[src/rtl/truth_table_capture_if.sv]
// truth_table_capture_if: controller/gate <-> characterizer bundle.
// start and sample flow in; drive and the captured results flow out.
interface truth_table_capture_if #(
    parameter int N_IN = 3
);
    logic                 start;
    logic                 sample;
    logic [N_IN-1:0]      drive;
    logic                 busy;
    logic                 valid;
    logic [(1<<N_IN)-1:0] table_out;
    logic                 unstable;

    modport master (
        output start,
        output sample,
        input  drive,
        input  busy,
        input  valid,
        input  table_out,
        input  unstable
    );

    modport slave (
        input  start,
        input  sample,
        output drive,
        output busy,
        output valid,
        output table_out,
        output unstable
    );
endinterface

[src/rtl/truth_table_capture.sv]
// truth_table_capture: sweeps all input vectors of an N-input gate
// and assembles its truth-table code, vector 0 in the MSB.
module truth_table_capture #(
    parameter int N_IN   = 3,
    parameter int SETTLE = 4
) (
    input  logic                 clk,
    input  logic                 rst_n,
    truth_table_capture_if.slave bus
);
    localparam int W  = 1 << N_IN;
    localparam int CW = $clog2(SETTLE + 1);
    localparam logic [CW-1:0] CNT_LAST = CW'(SETTLE - 1);
    localparam logic [N_IN:0] VEC_LAST = (N_IN + 1)'(W - 1);

    typedef enum logic [1:0] {
        IDLE,
        SETTLE_W,
        SAMP_A,
        SAMP_B
    } state_t;

    state_t          r_state;
    state_t          w_next;
    logic [N_IN:0]   r_vec;
    logic [CW-1:0]   r_cnt;
    logic            r_sa;
    logic [W-1:0]    r_shadow;
    logic            r_sh_unst;
    logic [N_IN-1:0] r_drive;
    logic            r_busy;
    logic            r_valid;
    logic [W-1:0]    r_table;
    logic            r_unstable;

    logic [N_IN-1:0] w_idx;
    logic [W-1:0]    w_shadow;
    logic            w_unst;
    logic            w_last;

    // State register; reset abandons any sweep in flight.
    always_ff @(posedge clk or negedge rst_n) begin
        if (!rst_n) begin
            r_state <= IDLE;
        end else begin
            r_state <= w_next;
        end
    end

    // Next-state: settle, two samples per vector, loop until last vector.
    always_comb begin
        w_next = r_state;
        unique case (r_state)
            IDLE:     if (bus.start) w_next = SETTLE_W;
            SETTLE_W: if (r_cnt == CNT_LAST) w_next = SAMP_A;
            SAMP_A:   w_next = SAMP_B;
            SAMP_B:   w_next = w_last ? IDLE : SETTLE_W;
            default:  w_next = IDLE;
        endcase
    end

    // Shadow with the current B sample merged in; index W-1-vec is ~vec.
    always_comb begin
        w_idx           = ~r_vec[N_IN-1:0];
        w_shadow        = r_shadow;
        w_shadow[w_idx] = bus.sample;
        w_unst          = r_sh_unst | (bus.sample != r_sa);
        w_last          = (r_vec == VEC_LAST);
    end

    // Sweep datapath and registered outputs.
    always_ff @(posedge clk or negedge rst_n) begin
        if (!rst_n) begin
            r_vec      <= '0;
            r_cnt      <= '0;
            r_sa       <= 1'b0;
            r_shadow   <= '0;
            r_sh_unst  <= 1'b0;
            r_drive    <= '0;
            r_busy     <= 1'b0;
            r_valid    <= 1'b0;
            r_table    <= '0;
            r_unstable <= 1'b0;
        end else begin
            r_valid <= 1'b0;
            unique case (r_state)
                IDLE: begin
                    if (bus.start) begin
                        r_vec     <= '0;
                        r_cnt     <= '0;
                        r_shadow  <= '0;
                        r_sh_unst <= 1'b0;
                        r_busy    <= 1'b1;
                        r_drive   <= '0;
                    end
                end
                SETTLE_W: begin
                    r_cnt <= r_cnt + 1'b1;
                end
                SAMP_A: begin
                    r_sa <= bus.sample;
                end
                SAMP_B: begin
                    r_shadow  <= w_shadow;
                    r_sh_unst <= w_unst;
                    if (w_last) begin
                        r_table    <= w_shadow;
                        r_unstable <= w_unst;
                        r_valid    <= 1'b1;
                        r_busy     <= 1'b0;
                        r_drive    <= '0;
                    end else begin
                        r_vec   <= r_vec + 1'b1;
                        r_drive <= r_vec[N_IN-1:0] + 1'b1;
                        r_cnt   <= '0;
                    end
                end
                default: ;
            endcase
        end
    end

    assign bus.drive     = r_drive;
    assign bus.busy      = r_busy;
    assign bus.valid     = r_valid;
    assign bus.table_out = r_table;
    assign bus.unstable  = r_unstable;
endmodule

[src/flat_wrapper.sv]
// flat-port wrapper written by rule: the top's interface ports become plain ports
module truth_table_capture_flat 
#(
    parameter int N_IN   = 3,
    parameter int SETTLE = 4
)
  (clk, rst_n, bus_start, bus_sample, bus_drive, bus_busy, bus_valid, bus_table_out, bus_unstable);
  truth_table_capture_if #(.N_IN(N_IN)) bus_i ();
  input  logic clk;
  input  logic rst_n;
  input wire logic [$bits(bus_i.start)-1:0] bus_start;
  input wire logic [$bits(bus_i.sample)-1:0] bus_sample;
  output wire logic [$bits(bus_i.drive)-1:0] bus_drive;
  output wire logic [$bits(bus_i.busy)-1:0] bus_busy;
  output wire logic [$bits(bus_i.valid)-1:0] bus_valid;
  output wire logic [$bits(bus_i.table_out)-1:0] bus_table_out;
  output wire logic [$bits(bus_i.unstable)-1:0] bus_unstable;
  assign bus_i.start = bus_start;
  assign bus_i.sample = bus_sample;
  assign bus_drive = bus_i.drive;
  assign bus_busy = bus_i.busy;
  assign bus_valid = bus_i.valid;
  assign bus_table_out = bus_i.table_out;
  assign bus_unstable = bus_i.unstable;
  truth_table_capture #(.N_IN(N_IN), .SETTLE(SETTLE)) u_core (.clk(clk), .rst_n(rst_n), .bus(bus_i));
endmodule
[config.mk]
export PLATFORM = sky130hd
export DESIGN_NAME = truth_table_capture_flat
export DESIGN_NICKNAME = d
export VERILOG_FILES = /design/src/rtl/truth_table_capture_if.sv /design/src/rtl/truth_table_capture.sv /design/src/flat_wrapper.sv
export SDC_FILE = /design/constraint.sdc
export NUM_CORES = 1
export LEC_CHECK = 0
export ABC_AREA = 1
export BUFFER_PORTS_ARGS = -buffer_cell sky130_fd_sc_hd__buf_2
export CORE_MARGIN = 8
export CORE_UTILIZATION = 35
export DETAILED_ROUTE_END_ITERATION = 16
export PLACE_DENSITY = 0.5
export SLEW_MARGIN = 15
export SYNTH_ARGS = -nofsm -noshare
export SYNTH_HDL_FRONTEND = slang
export SYNTH_SLANG_ARGS = --single-unit
[constraint.sdc]
create_clock -name clk -period 2.8 [get_ports clk]
set_input_delay 0.14 -clock clk [delete_from_list [all_inputs] [get_ports clk]]
set_output_delay 0.14 -clock clk [all_outputs]
set_load 0.03 [all_outputs]
Yosys cells after proc, flatten, opt, wreduce, memory -nomap -nowiden --
Index checks and enable logic that the tools add are counted. W data, S select, Z words.
Cells by class: $add $sub $neg 3, bitwise gates (word level) 2, reductions and logical operators 10, $lt $le $gt $ge 2, eq/ne operators 10, muxes and demuxes 24
Operators by type and width (count):
- $pmux W8 S2 | 1
- $mux W3 | 3
- $pmux W3 S3 | 1
- $reduce_and A3 Y1 | 3
- $bwmux W8 | 1
- $mux W4 | 2
- $mux W8 | 1
- $pmux W2 S4 | 1
- $pmux W4 S2 | 1
- $mux W1 | 7
- $add A3 B1 Y3 const B | 2
- $pmux W3 S2 | 1
- $reduce_and A2 Y1 | 3
- $add A4 B1 Y4 const B | 1
- $eq A2 B2 Y1 const B | 2
- $eq A4 B3 Y1 const B | 1
- $lt A3 B4 Y1 const B | 1
- $mux W2 | 2
- $ne A2 B1 Y1 const B | 2
- $ne A2 B2 Y1 const B | 2
- $pmux W1 S2 | 2
- $demux W1 S3 | 1
- $eq A3 B2 Y1 const B | 1
- $ge A3 B1 Y1 const B | 1
- 8 further kinds | 8
Storage, ports and cells: output and inout bits 14, word-level logic and storage cells 62, flip-flop bits (word level) 33, input bits 4

Longest topological paths before layout --
word-level depth 7, mapped depth 9, mapped depth without buffers 9

Worst setup path after synthesis --
No wires, ideal clock.
path kind register -> register, from register u_core.r_state[1], to register u_core.r_shadow[4], buffers on the path 0, setup slack 1.428 ns, clock period less this slack 1.372 ns, cell stages (with the launch flop) 8, data arrival time 1.240 ns, setup time 0.131 ns, required time 2.669 ns, cells stage by stage dfrtp_1 > inv_1 > ha_1 > nand2_1 > o21ai_4 > inv_2 > nand2_1 > o21ai_0
On the way: longest elaborated chain between the ends 3, elaborated cells between the ends (all ways) 6, classes of those cells eq/ne: 2; mux: 1; reduce/logical: 3
Ends and longest elaborated chain:
- start, declared | RTL line truth_table_capture.sv:23 | state_t r_state;
- start signal, assigned | RTL line truth_table_capture.sv:46 | r_state <= w_next;
- $eq A2 B2 Y1 / $logic_not A2 Y1 (equally long branches) | RTL line truth_table_capture.sv:86 | unique case (r_state)
- $reduce_bool A2 Y1 (no source line) / $ne A2 B2 Y1 (equally long branches)
- $reduce_and A2 Y1 (no source line)
- end signal, assigned | RTL line truth_table_capture.sv:104 | r_shadow <= w_shadow;
- end, declared | RTL line truth_table_capture.sv:28 | logic [W-1:0] r_shadow;
Several ways; a longest one is shown, not always the timed one. A chain may end at the register's enable or synchronous reset.

Worst setup path in the final report --
from register u_core.r_vec[0], to register u_core.r_cnt[2]
On the way: longest elaborated chain between the ends 3
Ends and longest elaborated chain:
- start, declared | RTL line truth_table_capture.sv:25 | logic [N_IN:0] r_vec;
- start signal, assigned | RTL line truth_table_capture.sv:113 | r_vec <= r_vec + 1'b1;
- $eq A4 B3 Y1 | RTL line truth_table_capture.sv:68 | w_last = (r_vec == VEC_LAST);
- $ne A2 B2 Y1 (no source line)
- $reduce_and A3 Y1 (no source line)
- end signal, assigned | RTL line truth_table_capture.sv:98 | r_cnt <= r_cnt + 1'b1;
- end, declared | RTL line truth_table_capture.sv:26 | logic [CW-1:0] r_cnt;
No other way between the ends.

==> summary.txt <==
Critical path
  • Slowest cell delay on critical path: 0.49 ns
  • Library cell appearing most often on the critical path: sky130_fd_sc_hd__nand2_1
  • Worst reg2reg path startpoint: u_core.r_vec[0]
  • Critical path endpoint category: register
  • Terminus of the critical flop-to-flop path: u_core.r_cnt[2]
  • Critical path buffer and inverter count: 0
  • Worst Path Arrival: 1.85 ns
  • Register-to-register setup slack: 1.11 ns
  • Critical path's slowest cell: sky130_fd_sc_hd__dfrtp_1
  • Required time worst endpoint: 2.96 ns
  • Critical path peak fanout: 15
  • Critical Path Source Type: register
  • Worst path cell trace: ha_1 > nand2_4 > nor2_4 > nand2_2 > nand2_1 > nand2_1 > o21ai_0
  • Category of cells accounting for the largest share of critical-path delay: simple AND/OR/NAND/NOR gates
  • Count of cells along the worst register-to-register path: 7
  • Kind of critical path: reg -> reg

GRT
  • Initial antenna violation count: 0
  • First-pass GRT wire length: 5.84 mm
  • Global route total overflow: 0
  • Pin count of the biggest net entering global routing: 34
  • All-layer global routing usage: 0.103
  • Via count of the first global-routing pass: 1217

Clocking
  • Cts bufs inserted: 5
  • Later-pin clock latency in the skew report: 0.28 ns
  • Library cell used as clock root buffer: sky130_fd_sc_hd__clkbuf_8
  • Number of clock sinks seen by CTS: 33
  • Max Root-Sink Buffers: 2
  • Maximum level of the CTS H-tree: 2
  • TritonCTS clock tree: done
  • Clock edge transition at the registers on the reported setup and hold paths: around 0.07 ns
  • Gates resized, CTS repair: 0
  • Post-CTS repair timing setup buffer count: 0

Placement
  • Post-DP HPWL: 2.47 mm
  • Port Buffer Count: 17
  • Global placer's final weighted congestion: roughly 0.75

Floorplanning
  • Number of placement rows: 25
  • Floorplan die width: 84.5 µm
  • Area of the die: just over 0.007 mm²
  • Vertical die dimension: around 85 µm
  • Initial cell density of the core: 0.355
  • I/O pin count: 18
  • Area of the core region: about 0.0046 mm²

Power
  • Total chip power: ~0.0019 W
  • Power density relative to cell area: 1040 mW/mm²
  • Max IR drop VDD: 297 µV
  • Static leakage: 0.975 nW

Detailed routing
  • Average via count per standard cell: 4.76
  • Drt drc: 0
  • Remaining antenna violation count: 0
  • DRT iter0 DRCs: between 70 and 80
  • Post-detailed-routing wire length: 3.45 mm
  • First drt pass iteration count: 4
  • Average wire per standard cell: around 13 µm
  • Via count: 1276

Cells and area
  • Number of nets in the layout: ~230
  • Fraction of layout instances using a drive strength above 1: 0.178
  • Count of antenna diodes in the layout: 0
  • Growth of design area from synthesis to finish: 13.2%

STA
  • Final Setup Violations: 0
  • Pin slew with the least headroom to its limit: about 0.75 ns
  • Worst Clk Skew: 0.00791 ns
  • Worst-case headroom to the max-slew limit: 0.498
  • Final max-slew violation count: 0
  • Final cycle utilization of the critical path: 0.603
  • Unrepaired setup endpoints after global routing: no
  • Final-report hold violation count: 0
  • Highest achievable clock rate: 592 MHz
  • Fin Hold WS: 0.274 ns
  • Final setup TNS: 0 ns
  • Time the worst path needs with I/O delays and setup: 1.69 ns

Hold path
  • Class of the tightest hold or removal check: in -> reg
  • Startpoint of the lowest-slack hold path: bus_start
  • End of the worst hold path: u_core.bus.busy
  • Depth of the worst hold-timing path: 3

Yosys
  • Unique cell type count in the Yosys netlist: 21
  • Fraction of the yosys area taken by sequential cells: 0.503
  • Most used flip-flop cell after synthesis: sky130_fd_sc_hd__dfrtp_1
  • Synth warn: 0
  • Post-synthesis register bit count: 33
  • Post-synthesis net count: 205
  • Synthesized area per cell: 8.51 µm²
  • Cell area after technology mapping: 0.00164 mm²
  • Synth async-reset ratio: 1.00
  • Post-Syn Instances: between 150 and 200
  • Post-synth EDFFs: 0

Job
  • Number of max-cap violations: 0

Run status
  • Outcome: finished clean
-- where the power goes --
| group | switching (W) | internal (W) |
|---|---|---|
| logic | 0.000549 | 0.000261 |
| registers | 0.000130 | 0.000625 |
| clock network | 0.000167 | 0.000195 |
| total | 0.000845 | 0.00108 |
-- layout make-up --
| class | count | area, µm² |
|---|---|---|
| fillers | 481 | 2770 |
| inverters | 23 | 86.3 |
| well taps | 54 | 67.6 |
| repair buffers | 18 | 95.1 |
| flip-flops and latches | 33 | 826 |
| clock buffers | 7 | 86.3 |
| multi-input cells | 133 | 698 |
-- through the flow --
step	util	std cells	instance area, µm²	setup WS (ns)
global route	0.402	268	1860	0.928
finish	0.402	268	1860	1.11
floorplan	-	193	1640	1.43
CTS	0.402	268	1860	1.08
detailed placement	0.381	260	1760	1.10
global placement	0.381	260	1760	1.08
-- worst max path at each step --
stage / from / end / slack [ns] / cells after the start
after global placement: u_core.r_vec[0] / u_core.r_cnt[1] / 1.08 / 7
after CTS: u_core.r_vec[1] / u_core.r_cnt[2] / 1.08 / 6
after floorplan: u_core.r_state[1] / u_core.r_shadow[4] / 1.43 / 7
final: u_core.r_vec[0] / u_core.r_cnt[2] / 1.11 / 7
after detailed placement: u_core.r_vec[1] / u_core.r_cnt[2] / 1.10 / 6
after global routing: u_core.r_vec[1] / u_core.r_cnt[1] / 0.93 / 7
-- synthesized netlist by cell type (3+ instances only) --
| library cell | instances | area share |
|---|---|---|
| sky130_fd_sc_hd__nand2_1 | 58 | 0.13 |
| sky130_fd_sc_hd__dfrtp_1 | 33 | 0.50 |
| sky130_fd_sc_hd__inv_1 | 18 | 0.041 |
| sky130_fd_sc_hd__ha_1 | 8 | 0.061 |
| sky130_fd_sc_hd__a21oi_1 | 3 | 0.0091 |
| sky130_fd_sc_hd__nor2_1 | 7 | 0.016 |
| sky130_fd_sc_hd__nand3_1 | 20 | 0.061 |
| sky130_fd_sc_hd__inv_2 | 5 | 0.011 |
| sky130_fd_sc_hd__nand4_1 | 5 | 0.019 |
| sky130_fd_sc_hd__o21ai_0 | 20 | 0.061 |
-- cells in the final DEF, fill, tap and decap left out, drive strengths merged --
cell type	Yosys	final
dfrtp	33	33
dlygate4sd3	0	1
nand4	5	5
inv	23	23
or2	2	2
buf	4	17
clkbuf	0	7
nand2	61	61
ha	8	8
o21ai	23	23
a21oi	3	3
nor2	10	10
o21bai	1	1
nand3	20	20
-- cells by family after synthesis --
logic type / count (synthesis) / share of synthesized area
fa+ha+maj: 8 / 0.0609
simple gates: 98 / 0.271
compound gates: 27 / 0.0929
buf+inv: 27 / 0.0724
flops: 33 / 0.503
-- worst register-to-register path, cell delays in order, from the launching register on --
cell and delay, ns:
sky130_fd_sc_hd__dfrtp_1 0.49, sky130_fd_sc_hd__ha_1 0.29, sky130_fd_sc_hd__nand2_4 0.09, sky130_fd_sc_hd__nor2_4 0.04
sky130_fd_sc_hd__nand2_2 0.27, sky130_fd_sc_hd__nand2_1 0.21, sky130_fd_sc_hd__nand2_1 0.09, sky130_fd_sc_hd__o21ai_0 0.08
-- sequential cells by signal, indices dropped and copies added (netlist names) --
name                  flops
u_core.bus.valid          1
u_core.bus.busy           1
u_core.bus.drive          3
u_core.r_vec              4
u_core.bus.table_out      8
u_core.r_sa               1
u_core.r_sh_unst          1
u_core.r_cnt              3
u_core.bus.unstable       1
u_core.r_state            2
u_core.r_shadow           8
-- routing by layer --
metal,track usage,wire [µm],vias to the layer above
li1,-,-,659
met5,0,0,-
met4,0.0469,45,0
met1,0.122,1610,582
met3,0.0390,197,6
met2,0.160,1600,29
-- repair_timing --
item,CTS,global route
hold buffers,1,0
endpoints found under the setup margin,0,0
endpoints found under the hold margin,33,0
Note: power is estimated with default switching activity, not from simulation.
